## src/rtl/ex_divmod_unit.sv

```systemverilog
// ---------------------------------------------------------------------------
// ex_divmod_unit
//   Multi-cycle signed divide / modulo unit for the EX stage. Radix-2
//   restoring division on operand magnitudes (one quotient bit per cycle),
//   followed by a sign fix-up step. Division truncates toward zero; the
//   remainder takes the sign of the dividend.
//
// Ports
//   clk        pipeline clock, rising edge
//   rst_n      asynchronous active-low reset
//   start      request a new operation (sampled only in IDLE)
//   is_mod     0 = return quotient, 1 = return remainder (captured with start)
//   dividend   operand A, two's complement
//   divisor    operand B, two's complement
//   flush      kill the operation in flight (CALC/FIX) or a start in IDLE
//   busy       high whenever the unit is not IDLE
//   stall      pipeline hold request (IDLE&start&~flush | CALC | FIX)
//   done       one-cycle completion pulse; result valid in that cycle
//   result     quotient or remainder, chosen by the captured is_mod
//   quotient   signed quotient of the last completed operation
//   remainder  signed remainder of the last completed operation
// ---------------------------------------------------------------------------
module ex_divmod_unit #(
    parameter int WIDTH = 32
) (
    input  logic             clk,
    input  logic             rst_n,
    input  logic             start,
    input  logic             is_mod,
    input  logic [WIDTH-1:0] dividend,
    input  logic [WIDTH-1:0] divisor,
    input  logic             flush,
    output logic             busy,
    output logic             stall,
    output logic             done,
    output logic [WIDTH-1:0] result,
    output logic [WIDTH-1:0] quotient,
    output logic [WIDTH-1:0] remainder
);

    localparam int CW = $clog2(WIDTH + 1);
    localparam logic [WIDTH-1:0] ZERO     = {WIDTH{1'b0}};
    localparam logic [WIDTH-1:0] ALL_ONES = {WIDTH{1'b1}};
    localparam logic [WIDTH-1:0] MIN_INT  = {1'b1, {(WIDTH-1){1'b0}}};
    localparam logic [CW-1:0]    LAST_CNT = CW'(WIDTH - 1);

    typedef enum logic [1:0] {
        ST_IDLE = 2'd0,
        ST_CALC = 2'd1,
        ST_FIX  = 2'd2,
        ST_DONE = 2'd3
    } state_e;

    // Two's complement negation in WIDTH bits.
    function automatic logic [WIDTH-1:0] neg_f(input logic [WIDTH-1:0] v);
        return ~v + WIDTH'(1);
    endfunction

    // Magnitude as an unsigned WIDTH-bit value; MIN_INT maps onto itself,
    // which is exactly 2^(WIDTH-1) when read as unsigned.
    function automatic logic [WIDTH-1:0] abs_f(input logic [WIDTH-1:0] v);
        return v[WIDTH-1] ? neg_f(v) : v;
    endfunction

    state_e           state_q,   state_d;
    logic [CW-1:0]    cnt_q,     cnt_d;
    logic [WIDTH-1:0] dvd_q,     dvd_d;      // |dividend| shifting out, quotient bits shifting in
    logic [WIDTH-1:0] dvs_q,     dvs_d;      // |divisor|
    logic [WIDTH-1:0] rem_q,     rem_d;      // partial remainder (always < |divisor|)
    logic             neg_quo_q, neg_quo_d;  // operand signs differ
    logic             neg_rem_q, neg_rem_d;  // dividend was negative
    logic             is_mod_q,  is_mod_d;
    logic [WIDTH-1:0] result_q,  result_d;
    logic [WIDTH-1:0] quot_q,    quot_d;
    logic [WIDTH-1:0] rmdr_q,    rmdr_d;

    logic             accept_s;
    logic             div_zero_s;
    logic             overflow_s;
    logic [WIDTH:0]   rem_shift_s;
    logic [WIDTH:0]   trial_s;
    logic             step_ok_s;
    logic [WIDTH-1:0] quo_fix_s;
    logic [WIDTH-1:0] rem_fix_s;

    assign accept_s   = (state_q == ST_IDLE) && start && !flush;
    assign div_zero_s = (divisor == ZERO);
    assign overflow_s = (dividend == MIN_INT) && (divisor == ALL_ONES);

    // One restoring step: the shifted partial remainder carries an extra bit
    // so the trial subtraction's sign is its MSB.
    assign rem_shift_s = {rem_q, dvd_q[WIDTH-1]};
    assign trial_s     = rem_shift_s - {1'b0, dvs_q};
    assign step_ok_s   = ~trial_s[WIDTH];

    assign quo_fix_s = neg_quo_q ? neg_f(dvd_q) : dvd_q;
    assign rem_fix_s = neg_rem_q ? neg_f(rem_q) : rem_q;

    assign busy      = (state_q != ST_IDLE);
    assign done      = (state_q == ST_DONE);
    assign stall     = accept_s || (state_q == ST_CALC) || (state_q == ST_FIX);
    assign result    = result_q;
    assign quotient  = quot_q;
    assign remainder = rmdr_q;

    // Next-state and datapath update for the divide sequencer.
    always_comb begin
        state_d   = state_q;
        cnt_d     = cnt_q;
        dvd_d     = dvd_q;
        dvs_d     = dvs_q;
        rem_d     = rem_q;
        neg_quo_d = neg_quo_q;
        neg_rem_d = neg_rem_q;
        is_mod_d  = is_mod_q;
        result_d  = result_q;
        quot_d    = quot_q;
        rmdr_d    = rmdr_q;
        case (state_q)
            ST_IDLE: begin
                if (accept_s) begin
                    is_mod_d  = is_mod;
                    dvd_d     = abs_f(dividend);
                    dvs_d     = abs_f(divisor);
                    rem_d     = ZERO;
                    cnt_d     = {CW{1'b0}};
                    neg_quo_d = dividend[WIDTH-1] ^ divisor[WIDTH-1];
                    neg_rem_d = dividend[WIDTH-1];
                    if (div_zero_s) begin
                        quot_d   = ALL_ONES;
                        rmdr_d   = dividend;
                        result_d = is_mod ? dividend : ALL_ONES;
                        state_d  = ST_DONE;
                    end else if (overflow_s) begin
                        quot_d   = MIN_INT;
                        rmdr_d   = ZERO;
                        result_d = is_mod ? ZERO : MIN_INT;
                        state_d  = ST_DONE;
                    end else begin
                        state_d  = ST_CALC;
                    end
                end else begin
                    state_d = ST_IDLE;
                end
            end
            ST_CALC: begin
                if (flush) begin
                    state_d = ST_IDLE;
                end else begin
                    rem_d = step_ok_s ? trial_s[WIDTH-1:0] : rem_shift_s[WIDTH-1:0];
                    dvd_d = {dvd_q[WIDTH-2:0], step_ok_s};
                    cnt_d = cnt_q + CW'(1);
                    if (cnt_q == LAST_CNT) begin
                        state_d = ST_FIX;
                    end else begin
                        state_d = ST_CALC;
                    end
                end
            end
            ST_FIX: begin
                if (flush) begin
                    state_d = ST_IDLE;
                end else begin
                    quot_d   = quo_fix_s;
                    rmdr_d   = rem_fix_s;
                    result_d = is_mod_q ? rem_fix_s : quo_fix_s;
                    state_d  = ST_DONE;
                end
            end
            ST_DONE: begin
                state_d = ST_IDLE;
            end
            default: begin
                state_d = ST_IDLE;
            end
        endcase
    end

    // State and output registers.
    always_ff @(posedge clk or negedge rst_n) begin
        if (!rst_n) begin
            state_q   <= ST_IDLE;
            cnt_q     <= {CW{1'b0}};
            dvd_q     <= ZERO;
            dvs_q     <= ZERO;
            rem_q     <= ZERO;
            neg_quo_q <= 1'b0;
            neg_rem_q <= 1'b0;
            is_mod_q  <= 1'b0;
            result_q  <= ZERO;
            quot_q    <= ZERO;
            rmdr_q    <= ZERO;
        end else begin
            state_q   <= state_d;
            cnt_q     <= cnt_d;
            dvd_q     <= dvd_d;
            dvs_q     <= dvs_d;
            rem_q     <= rem_d;
            neg_quo_q <= neg_quo_d;
            neg_rem_q <= neg_rem_d;
            is_mod_q  <= is_mod_d;
            result_q  <= result_d;
            quot_q    <= quot_d;
            rmdr_q    <= rmdr_d;
        end
    end

endmodule

```

## config.mk

```make
export PLATFORM = sky130hd
export DESIGN_NAME = ex_divmod_unit
export DESIGN_NICKNAME = d
export VERILOG_FILES = /design/src/rtl/ex_divmod_unit.sv
export SDC_FILE = /design/constraint.sdc
export NUM_CORES = 1
export LEC_CHECK = 0
export ABC_AREA = 1
export CAP_MARGIN = 20
export CORE_MARGIN = 4
export CORE_UTILIZATION = 45
export DETAILED_ROUTE_END_ITERATION = 7
export DONT_BUFFER_PORTS = 1
export HOLD_SLACK_MARGIN = 0.08
export PLACE_DENSITY = 0.64
export SYNTH_ARGS = -nofsm -noshare
export SYNTH_HDL_FRONTEND = slang
export SYNTH_SLANG_ARGS = --single-unit
export TNS_END_PERCENT = 10
```

## constraint.sdc

```tcl
create_clock -name clk -period 2.5 [get_ports clk]
set_input_delay 0.25 -clock clk [delete_from_list [all_inputs] [get_ports clk]]
set_output_delay 0.25 -clock clk [all_outputs]
set_load 0.03 [all_outputs]
```

== Yosys cells after proc, flatten, opt, wreduce, memory -nomap -nowiden ==
Index checks and enable logic that the tools add are counted.

* Add/subtract/negate cells: 6
* $mul: 0
* Divide/modulo/power cells: 0
* Order comparisons: 0
* Equal/unequal tests: 10
* Shifts and indexed selects: 0
* Muxes and demuxes: 39
* Bitwise operators: 6
* Reductions and logical operators: 14

{| class="wikitable"
|+ Operators by type and width
! cell !! number
|-
| $mux W32 || 24
|-
| $pmux W32 S2 || 5
|-
| $add A32 B1 Y32 const B || 4
|-
| $not A32 Y32 || 4
|-
| $eq A32 B32 Y1 const B || 2
|-
| $sub A33 B32 Y33 || 1
|-
| $logic_not A32 Y1 || 1
|-
| $mux W2 || 6
|-
| $mux W6 || 2
|-
| $pmux W6 S2 || 1
|-
| $pmux W2 S4 || 1
|-
| $add A6 B1 Y6 const B || 1
|-
| $eq A6 B5 Y1 const B || 1
|-
| $ne A2 B2 Y1 const B || 3
|-
| $reduce_bool A2 Y1 || 3
|-
| $eq A2 B2 Y1 const B || 2
|-
| $reduce_and A4 Y1 || 1
|-
| $logic_and A1 B1 Y1 || 3
|-
| $ne A3 B3 Y1 const B || 1
|-
| $reduce_and A3 Y1 || 1
|-
| $eq A2 B1 Y1 const B || 1
|-
| $logic_not A2 Y1 || 1
|-
| $logic_or A1 B1 Y1 || 2
|-
| $reduce_and A2 Y1 || 1
|-
| 3 further kinds || 3
|}

* Flip-flop bits (word level): 203
* Bits in latches: 0
* RAM bits: 0
* Bits in read-only memories: 0
* Bits of input ports: 69
* Output and inout bits: 99
* Word-level logic and storage cells: 86
* Memories kept: 0

== Longest topological paths before layout ==
Gate-level depths: netlist of the first run.

* Word-level depth: 6
* Mapped depth: 18
* Gate-level depth less buffers: 17

== Worst setup path after synthesis of the first run ==
Ideal clock, no wire load.

* Path kind: reg2reg
* Start point: register dvd_q[31]
* End point: register rem_q[23]
* Arrival: 2.115 ns
* Required time: 2.383 ns
* Slack: 0.267 ns
* Stages on the path, launching flop included: 18
* Cell sequence: dfrtp_1 -> inv_1 -> ha_1 -> fa_1 -> inv_1 -> nand3_1 -> nand2_2 -> nand2_2 -> nand2_2 -> nand2_2 -> nand2_2 -> nand2_2 -> nand3_2 -> buf_6 -> buf_6 -> nand3_2 -> nand3_1 -> nand2_1

* Cells in the longest elaborated chain, start to end: 4

{| class="wikitable"
|+ Ends and longest elaborated chain
! what !! line !! text
|-
| from (decl) || 67 || <nowiki>logic [WIDTH-1:0] dvd_q, dvd_d;</nowiki>
|-
| from (signal assigned) || 196 || <nowiki>dvd_q <= dvd_d;</nowiki>
|-
| $sub A33 B32 Y33 || 93 || <nowiki>assign trial_s = rem_shift_s - {1'b0, dvs_q};</nowiki>
|-
| $mux W32 || 150 || <nowiki>rem_d = step_ok_s ? trial_s[WIDTH-1:0] : rem_shift_s[WIDTH-1:0];</nowiki>
|-
| $mux W32 || 147 || <nowiki>if (flush) begin</nowiki>
|-
| $pmux W32 S2 || 119 || <nowiki>case (state_q)</nowiki>
|-
| to (signal assigned) || 198 || <nowiki>rem_q <= rem_d;</nowiki>
|-
| to (decl) || 69 || <nowiki>logic [WIDTH-1:0] rem_q, rem_d;</nowiki>
|}

Every way passes these cells. The select of a mux whose other input is x is not followed.
A chain may end at the register's enable or synchronous reset.

== Final worst setup path of the first run ==
* Start point: register rem_q[22]
* End point: register rem_q[28]

* Cells in the longest elaborated chain, start to end: 4

{| class="wikitable"
|+ Ends and longest elaborated chain
! what !! line
|-
| $sub A33 B32 Y33 || 93
|-
| $mux W32 || 150
|-
| $mux W32 || 147
|-
| $pmux W32 S2 || 119
|}

Every way passes these cells. The select of a mux whose other input is x is not followed.

==> results.md, run 1 <==
- Register clock-pin slew on the reported worst setup and hold paths: 0.06 ns
- Die area: 0.0395 mm²
- CTS tree: yes
- Top area cells in the synthesized netlist: dfrtp_1 (31%), nand2_1 (22%), nand3_1 (7.9%)
- Worst endpoint data arrival time: 2.86 ns
- GPL Wtd Cong: 1.01
- Number of fill cells: 3727
- Unrepaired setup endpoints after global routing: true
- Total number of clock tree sinks: 203
- Worst path cell trace: ha_1, nand2_1, inv_1, nand2_1, nand2_1, inv_1, nand2_1, a21oi_4, nand2_4, nand2_8, buf_4, nand3_1, nand3_1, nand2_1
- IO Count: 168
- Final core utilization: 0.546
- Initial standard-cell utilization of the core: 0.458
- FP Rows: 69
- Number of cells produced by synthesis: 2681
- Total Nets Final: 2942
- # DRC: 0
- Power Density: 1130 mW/mm²
- Horizontal die dimension: 199 µm
- Gate family responsible for the most delay along the worst path: simple AND/OR/NAND/NOR gates
- Total GRT Usage: 0.343
- Result of the run: finished with violations
- Cell type contributing the most total cell area after synthesis: dfrtp_1
- Startpoint kind of the worst setup timing path: flop
- Share of post-route cells with drive strength above 1: 0.0894
- Number of port buffers: 0
- Share of the clock period used by the worst path: 0.977
- Worst endpoint required time: 2.92 ns
- Most frequent cells in the layout: nand2_1 (956), inv_1 (333), nor2_1 (273), nand3_1 (258), dfrtp_1 (201)
- Minimum period implied by the final worst setup slack: 2.44 ns
- Final number of max-transition violations: 0
- Crit path capture type: flop
- Kind of path behind the tightest hold check: input pin to asynchronous set/reset pin
- Synthesized Nets: 2789
- Vias after detailed routing: 18600
- Largest net degree at the start of global routing: 204
- Remaining antenna violation count after routing: 0
- Sequential cell area fraction in the yosys report: 0.310
- Total congestion overflow after global routing: 0
- Clock Tree Root: clkbuf_16
- Routed length per placed instance: 21.2 µm
- Crit-path max cell delay: 0.45 ns
- Category of the critical setup timing path: flop to flop
- Clock tree buffer depth: 3
- Distinct cell type count of the synthesized netlist: 41
- Flip-flop and latch count after synthesis: 203
- Hold slack: -0.622 ns
- Cell leakage power: 10.5 nW
- Total CTS buffers: 25
- Detail-routed via count per cell: 5.60
- Achievable frequency: 409 MHz
- Total area of multi-input combinational cells: 0.00973 mm²
- Placeable Area: 0.0357 mm²
- Maxcap violations: 0
- Count of H-tree levels built during CTS: 1
- Storage element area: 0.00508 mm²
- Via count of the first global-routing pass: 17200
- Cell mode on critical path: nand2_1
- Final clock skew: 0.0336 ns
- Crit path max-delay cell type: dfrtp_1
- Violations in the final reports: hold timing
- Area grow syn2layout: 19.1%
- Antenna violations before repair: 3
- Most common cell after layout, fill and taps aside: nand2_1
- Worst ir drop on vdd: 0.875 mV
- Total setup violations reported at the end of the flow: 0
- Count of synthesis-stage warnings from yosys: 0
- Fraction of post-synthesis cell area in the top cell type by area: 0.310
- Hold Violations, Final: 203
- Average cell area after synthesis: 6.11 µm²
- Estimated wirelength of the detail-placed design: 53.2 mm
- Highest net fanout along the worst path: 5
- Global-route wire length before repair: 104 mm
- Rel. slew slack: 0.539
- Floorplan die height: 199 µm
- 1st-iter DRT viols: 2079
- Buffers plus inverters on the worst setup path: 3
- Post-Synthesis Cell Area: 0.0164 mm²
- Detailed Route WL: 70.3 mm
- Drt pass-1 iters: 8
- Count of hold buffers inserted by post-cts repair: 91
- Least-Margin Pin Slew: 0.692 ns
- Clock insertion delay at the later pin of the skew report: 0.56 ns
[cells by family after synthesis]
family | synth area share
adder cells (fa/ha/maj) | 0.0302
AND/OR/NAND/NOR | 0.408
XOR/XNOR | 0.0299
flip-flops | 0.310
AO/OA/AOI/OAI | 0.113
buffers and inverters | 0.109
[cell usage after synthesis (all sizes together)]
cell      n
nand2   976
inv     341
nor2    291
nand3   270
dfrtp   203
o21ai   147
a21oi    92
clkbuf   54
buf      49
xor2     45
ha       38
o22ai    30
nand4    28
nor3     21
o211ai   19
o21bai   15
nand3b   14
o221ai   13
xnor2    11
a21boi    9
or2       4
and2      3
nor4      3
a31o      1
a31oi     1
clkinv    1
fa        1
o31ai     1
[power by group]
part	switching [mW]	leakage [nW]	internal, mW
Clock	1.53	0.393	2.09
Combinational	8.19	7.44	3.97
Sequential	2.01	2.69	4.36
Total	11.7	10.5	10.4
[final cells by class]
class                           count  share of cell area
Inverter                          342              0.0658
Tap cell                          461              0.0296
Timing Repair Buffer              226               0.105
Clock buffer                       35              0.0365
Sequential cell                   203               0.260
Multi-Input combinational cell   2036               0.498
Clock inverter                      9             0.00449
Antenna cell                        3            0.000385
[metrics by stage]
step | power, mW | area [µm²] | cells | setup WS [ns] | setup TNS, ns
floorplan | 13.4 | 16400 | 2681 | 0.267 | 0
detailed placement | 17.8 | 17500 | 3168 | 0.00613 | 0
CTS | 21.7 | 19300 | 3304 | 0.00364 | 0
global route | 23.6 | 19500 | 3312 | -0.0234 | -0.130
finish | 22.2 | 19500 | 3315 | 0.0567 | 0
global placement | 17.7 | 17500 | 3168 | 0.102 | 0
[path summary, 6_finish.rpt]
path                                        from                        to  slack, ns  cells after the start
max in group asynchronous                  rst_n  quotient[25]$_DFFE_PN0P_       2.50                      0
hold / removal                             rst_n     rem_q[17]$_DFFE_PN0P_      -0.62                      0
setup / recovery           rem_q[22]$_DFFE_PN0P_     rem_q[28]$_DFFE_PN0P_       0.06                     14
min in group clk                      divisor[8]      dvs_q[9]$_DFFE_PN0P_       0.10                      5
setup reg to reg           rem_q[22]$_DFFE_PN0P_     rem_q[28]$_DFFE_PN0P_       0.06                     14
hold reg to reg            dvs_q[12]$_DFFE_PN0P_     dvs_q[12]$_DFFE_PN0P_       0.48                      2
[repair_timing]
action                     4_1_cts  5_1_grt
cloned                           0        3
setup endpoints to repair        3       75
hold endpoints to repair       312      203
pin swaps                        1        4
setup buffers                    1        5
resized for setup                6       37
[per-layer routing]
| layer | track usage | vias to the layer above | part of all wire |
|---|---|---|---|
| met3 | 0.0947 | 125 | 0.12 |
| met4 | 0.0874 | 2 | 0.029 |
| li1 | - | 8831 | - |
| met5 | 0 | - | 0.00018 |
| met1 | 0.506 | 8702 | 0.44 |
| met2 | 0.497 | 910 | 0.41 |
[state kept, by name, summed over array words and instances, names as in the netlist]
register / cells
remainder: 32
rem_q: 32
cnt_q: 6
result: 32
state_q: 2
neg_quo_q: 1
neg_rem_q: 1
quotient: 32
dvs_q: 32
is_mod_q: 1
dvd_q: 32
(Power assumes the default switching activity.)
==> run 2: changes to the inputs <==
--- a/config.mk
+++ b/config.mk
@@ -9,6 +9,7 @@
 export CAP_MARGIN = 20
 export CORE_MARGIN = 4
 export CORE_UTILIZATION = 45
+export CTS_BUF_LIST = sky130_fd_sc_hd__clkbuf_8
 export DETAILED_ROUTE_END_ITERATION = 7
 export DONT_BUFFER_PORTS = 1
 export HOLD_SLACK_MARGIN = 0.08
==> results.md, run 2 (same netlist as run 1, synthesis figures left out) <==
- Via count of the first global-routing pass: 17500
- Register clock-pin slew on the reported worst setup and hold paths: 0.06 ns
- Count of H-tree levels built during CTS: 2
- Worst endpoint data arrival time: 2.95 ns
- Global-route track usage on met1: 0.498
- Die area: 0.0395 mm²
- Detail-routed via count per cell: 5.54
- CTS tree: yes
- Most common cell after layout, fill and taps aside: nand2_1
- Maxcap violations: 0
- Clock Tree Root: clkbuf_8
- Estimated wirelength of the detail-placed design: 53.2 mm
- Detailed Route WL: 70.6 mm
- Setup slack of the most critical reg-to-reg path: 0.03 ns
- Busiest layer in global routing: met2
- Minimum period implied by the final worst setup slack: 2.47 ns
- Cell area reported after detailed placement: 0.0175 mm²
- Violations in the final reports: DRC, hold timing
- Achievable frequency: 405 MHz
- Number of fill cells: 3726
- Worst ir drop on vdd: 0.878 mV
- Global-route wire length before repair: 105 mm
- Total CTS buffers: 40
- Met2 routing resource usage after global routing: 0.502
- Drt pass-1 iters: 8
- Least-Margin Pin Slew: 0.615 ns
- Final core utilization: 0.557
- Number of port buffers: 0
- Highest net fanout along the worst path: 9
- Global-route met3 utilization: 0.114
- Cell leakage power: 10.8 nW
- Startpoint kind of the worst setup timing path: flop
- Total number of clock tree sinks: 203
- Clock insertion delay at the later pin of the skew report: 0.64 ns
- Count of hold buffers inserted by post-cts repair: 113
- GPL Wtd Cong: 1.01
- Hold Violations, Final: 203
- IO Count: 168
- Worst flop-to-flop path endpoint: rem_q[28]$_DFFE_PN0P_
- Antenna violations before repair: 5
- Finished layout cell area: 0.0199 mm²
- Remaining antenna violation count after routing: 0
- Clock tree buffer depth: 3
- Largest net degree at the start of global routing: 204
- Share of post-route cells with drive strength above 1: 0.0962
- # DRC: 2
- Horizontal die dimension: 199 µm
- Depth of the worst register-to-register path: 14
- Total GRT Usage: 0.346
- Final number of max-transition violations: 0
- Area grow syn2layout: 21.5%
- Total congestion overflow after global routing: 0
- Placeable Area: 0.0357 mm²
- Result of the run: finished with violations
- FP Rows: 69
- Floorplan die height: 199 µm
- Routed length per placed instance: 21.0 µm
- Total setup violations reported at the end of the flow: 0
- Hold slack: -0.655 ns
- Most frequent cells in the layout: nand2_1 (957), inv_1 (342), nor2_1 (275), nand3_1 (255), dfrtp_1 (201)
- 1st-iter DRT viols: 2093
- Kind of path behind the tightest hold check: input pin to asynchronous set/reset pin
- Rel. slew slack: 0.590
- Category of the critical setup timing path: flop to flop
- Total Nets Final: 2980
- Initial standard-cell utilization of the core: 0.458
- Crit path capture type: flop
- Vias after detailed routing: 18700
- Share of the clock period used by the worst path: 0.989
- Power Density: 1130 mW/mm²
- Unrepaired setup endpoints after global routing: true
- Reg2reg start: rem_q[22]$_DFFE_PN0P_
- Final clock skew: 0.0525 ns
- Worst endpoint required time: 2.98 ns
run 2: changes by cell type in the layout (fill, tap and decap cells not counted), moves of 3 or more:
| cell | previous run | this run |
|---|---|---|
| clkbuf_8 | 5 | 47 |
| clkbuf_16 | 25 | 1 |
| clkbuf_1 | 5 | 0 |
| clkinv_4 | 3 | 0 |
| bufinv_16 | 1 | 5 |
| nand3_1 | 258 | 255 |
| clkinv_2 | 4 | 7 |
| dlygate4sd3_1 | 90 | 112 |
| inv_1 | 333 | 342 |
run 2: cell type report:
class	instances	area, µm²	area share
Multi-Input combinational cell	2035	9740	0.489
Sequential cell	203	5080	0.255
Timing Repair Buffer	250	2300	0.116
Inverter	342	1280	0.0646
Clock buffer	47	647	0.0325
Tap cell	461	577	0.0290
Clock inverter	23	255	0.0128
Antenna cell	4	10.0	0.000503
run 2: power by group:
part,leakage (nW),total (mW),internal (mW),switching [mW]
registers,2.69,6.37,4.36,2.00
clock network,0.498,3.88,2.25,1.63
logic,7.56,12.2,4.02,8.23
total,10.8,22.5,10.6,11.9
run 2: worst max path at each step:
stage / start / slack (ns) / endpoint
2_1_floorplan: dvd_q[31]$_DFFE_PN0P_ / 0.27 / rem_q[23]$_DFFE_PN0P_
3_3_place_gp: dvd_q[31]$_DFFE_PN0P_ / 0.10 / rem_q[15]$_DFFE_PN0P_
3_5_place_dp: dvd_q[31]$_DFFE_PN0P_ / 0.006 / rem_q[10]$_DFFE_PN0P_
4_1_cts: dvd_q[31]$_DFFE_PN0P_ / 0.02 / rem_q[28]$_DFFE_PN0P_
5_1_grt: dvd_q[31]$_DFFE_PN0P_ / -0.04 / rem_q[28]$_DFFE_PN0P_
6_report: rem_q[22]$_DFFE_PN0P_ / 0.03 / rem_q[28]$_DFFE_PN0P_
run 2: layer usage:
| layer | vias up | share of wire | wire length [µm] |
|---|---|---|---|
| met4 | 0 | 0.027 | 1890 |
| li1 | 8915 | - | - |
| met1 | 8670 | 0.44 | 30800 |
| met2 | 947 | 0.41 | 29000 |
| met5 | - | 0 | 0 |
| met3 | 126 | 0.12 | 8790 |
run 2: worst max-delay path, cell delays in order, from the launching register on:
cell and delay [ns]:
dfrtp_1 0.46, ha_1 0.36, nand2_1 0.18, inv_1 0.06
nand2_1 0.06, nand2_1 0.06, inv_1 0.05, nand2_1 0.10
a21oi_4 0.28, nand2_4 0.12, nand2_8 0.16, buf_4 0.16
nand3_1 0.10, nand3_1 0.12, nand2_1 0.06
run 2: per-stage QoR:
stage	setup TNS (ns)	power, mW	worst slack (ns)	hold WS, ns	instances
after floorplan	0	13.4	0.267	-0.0456	2681
after global placement	0	17.7	0.102	-0.0398	3168
after detailed placement	0	17.8	0.00613	-0.0394	3168
after CTS	0	22.0	0.0167	-0.708	3352
after global routing	-0.301	24.0	-0.0420	-0.678	3363
final	0	22.5	0.0283	-0.655	3365
run 2: what timing repair did:
item	in CTS	in global routing
pin swaps	1	8
resized for setup	12	41
buffers inserted	1	6
cloned	0	3
setup endpoints to repair	20	63
endpoints found under the hold margin	322	203
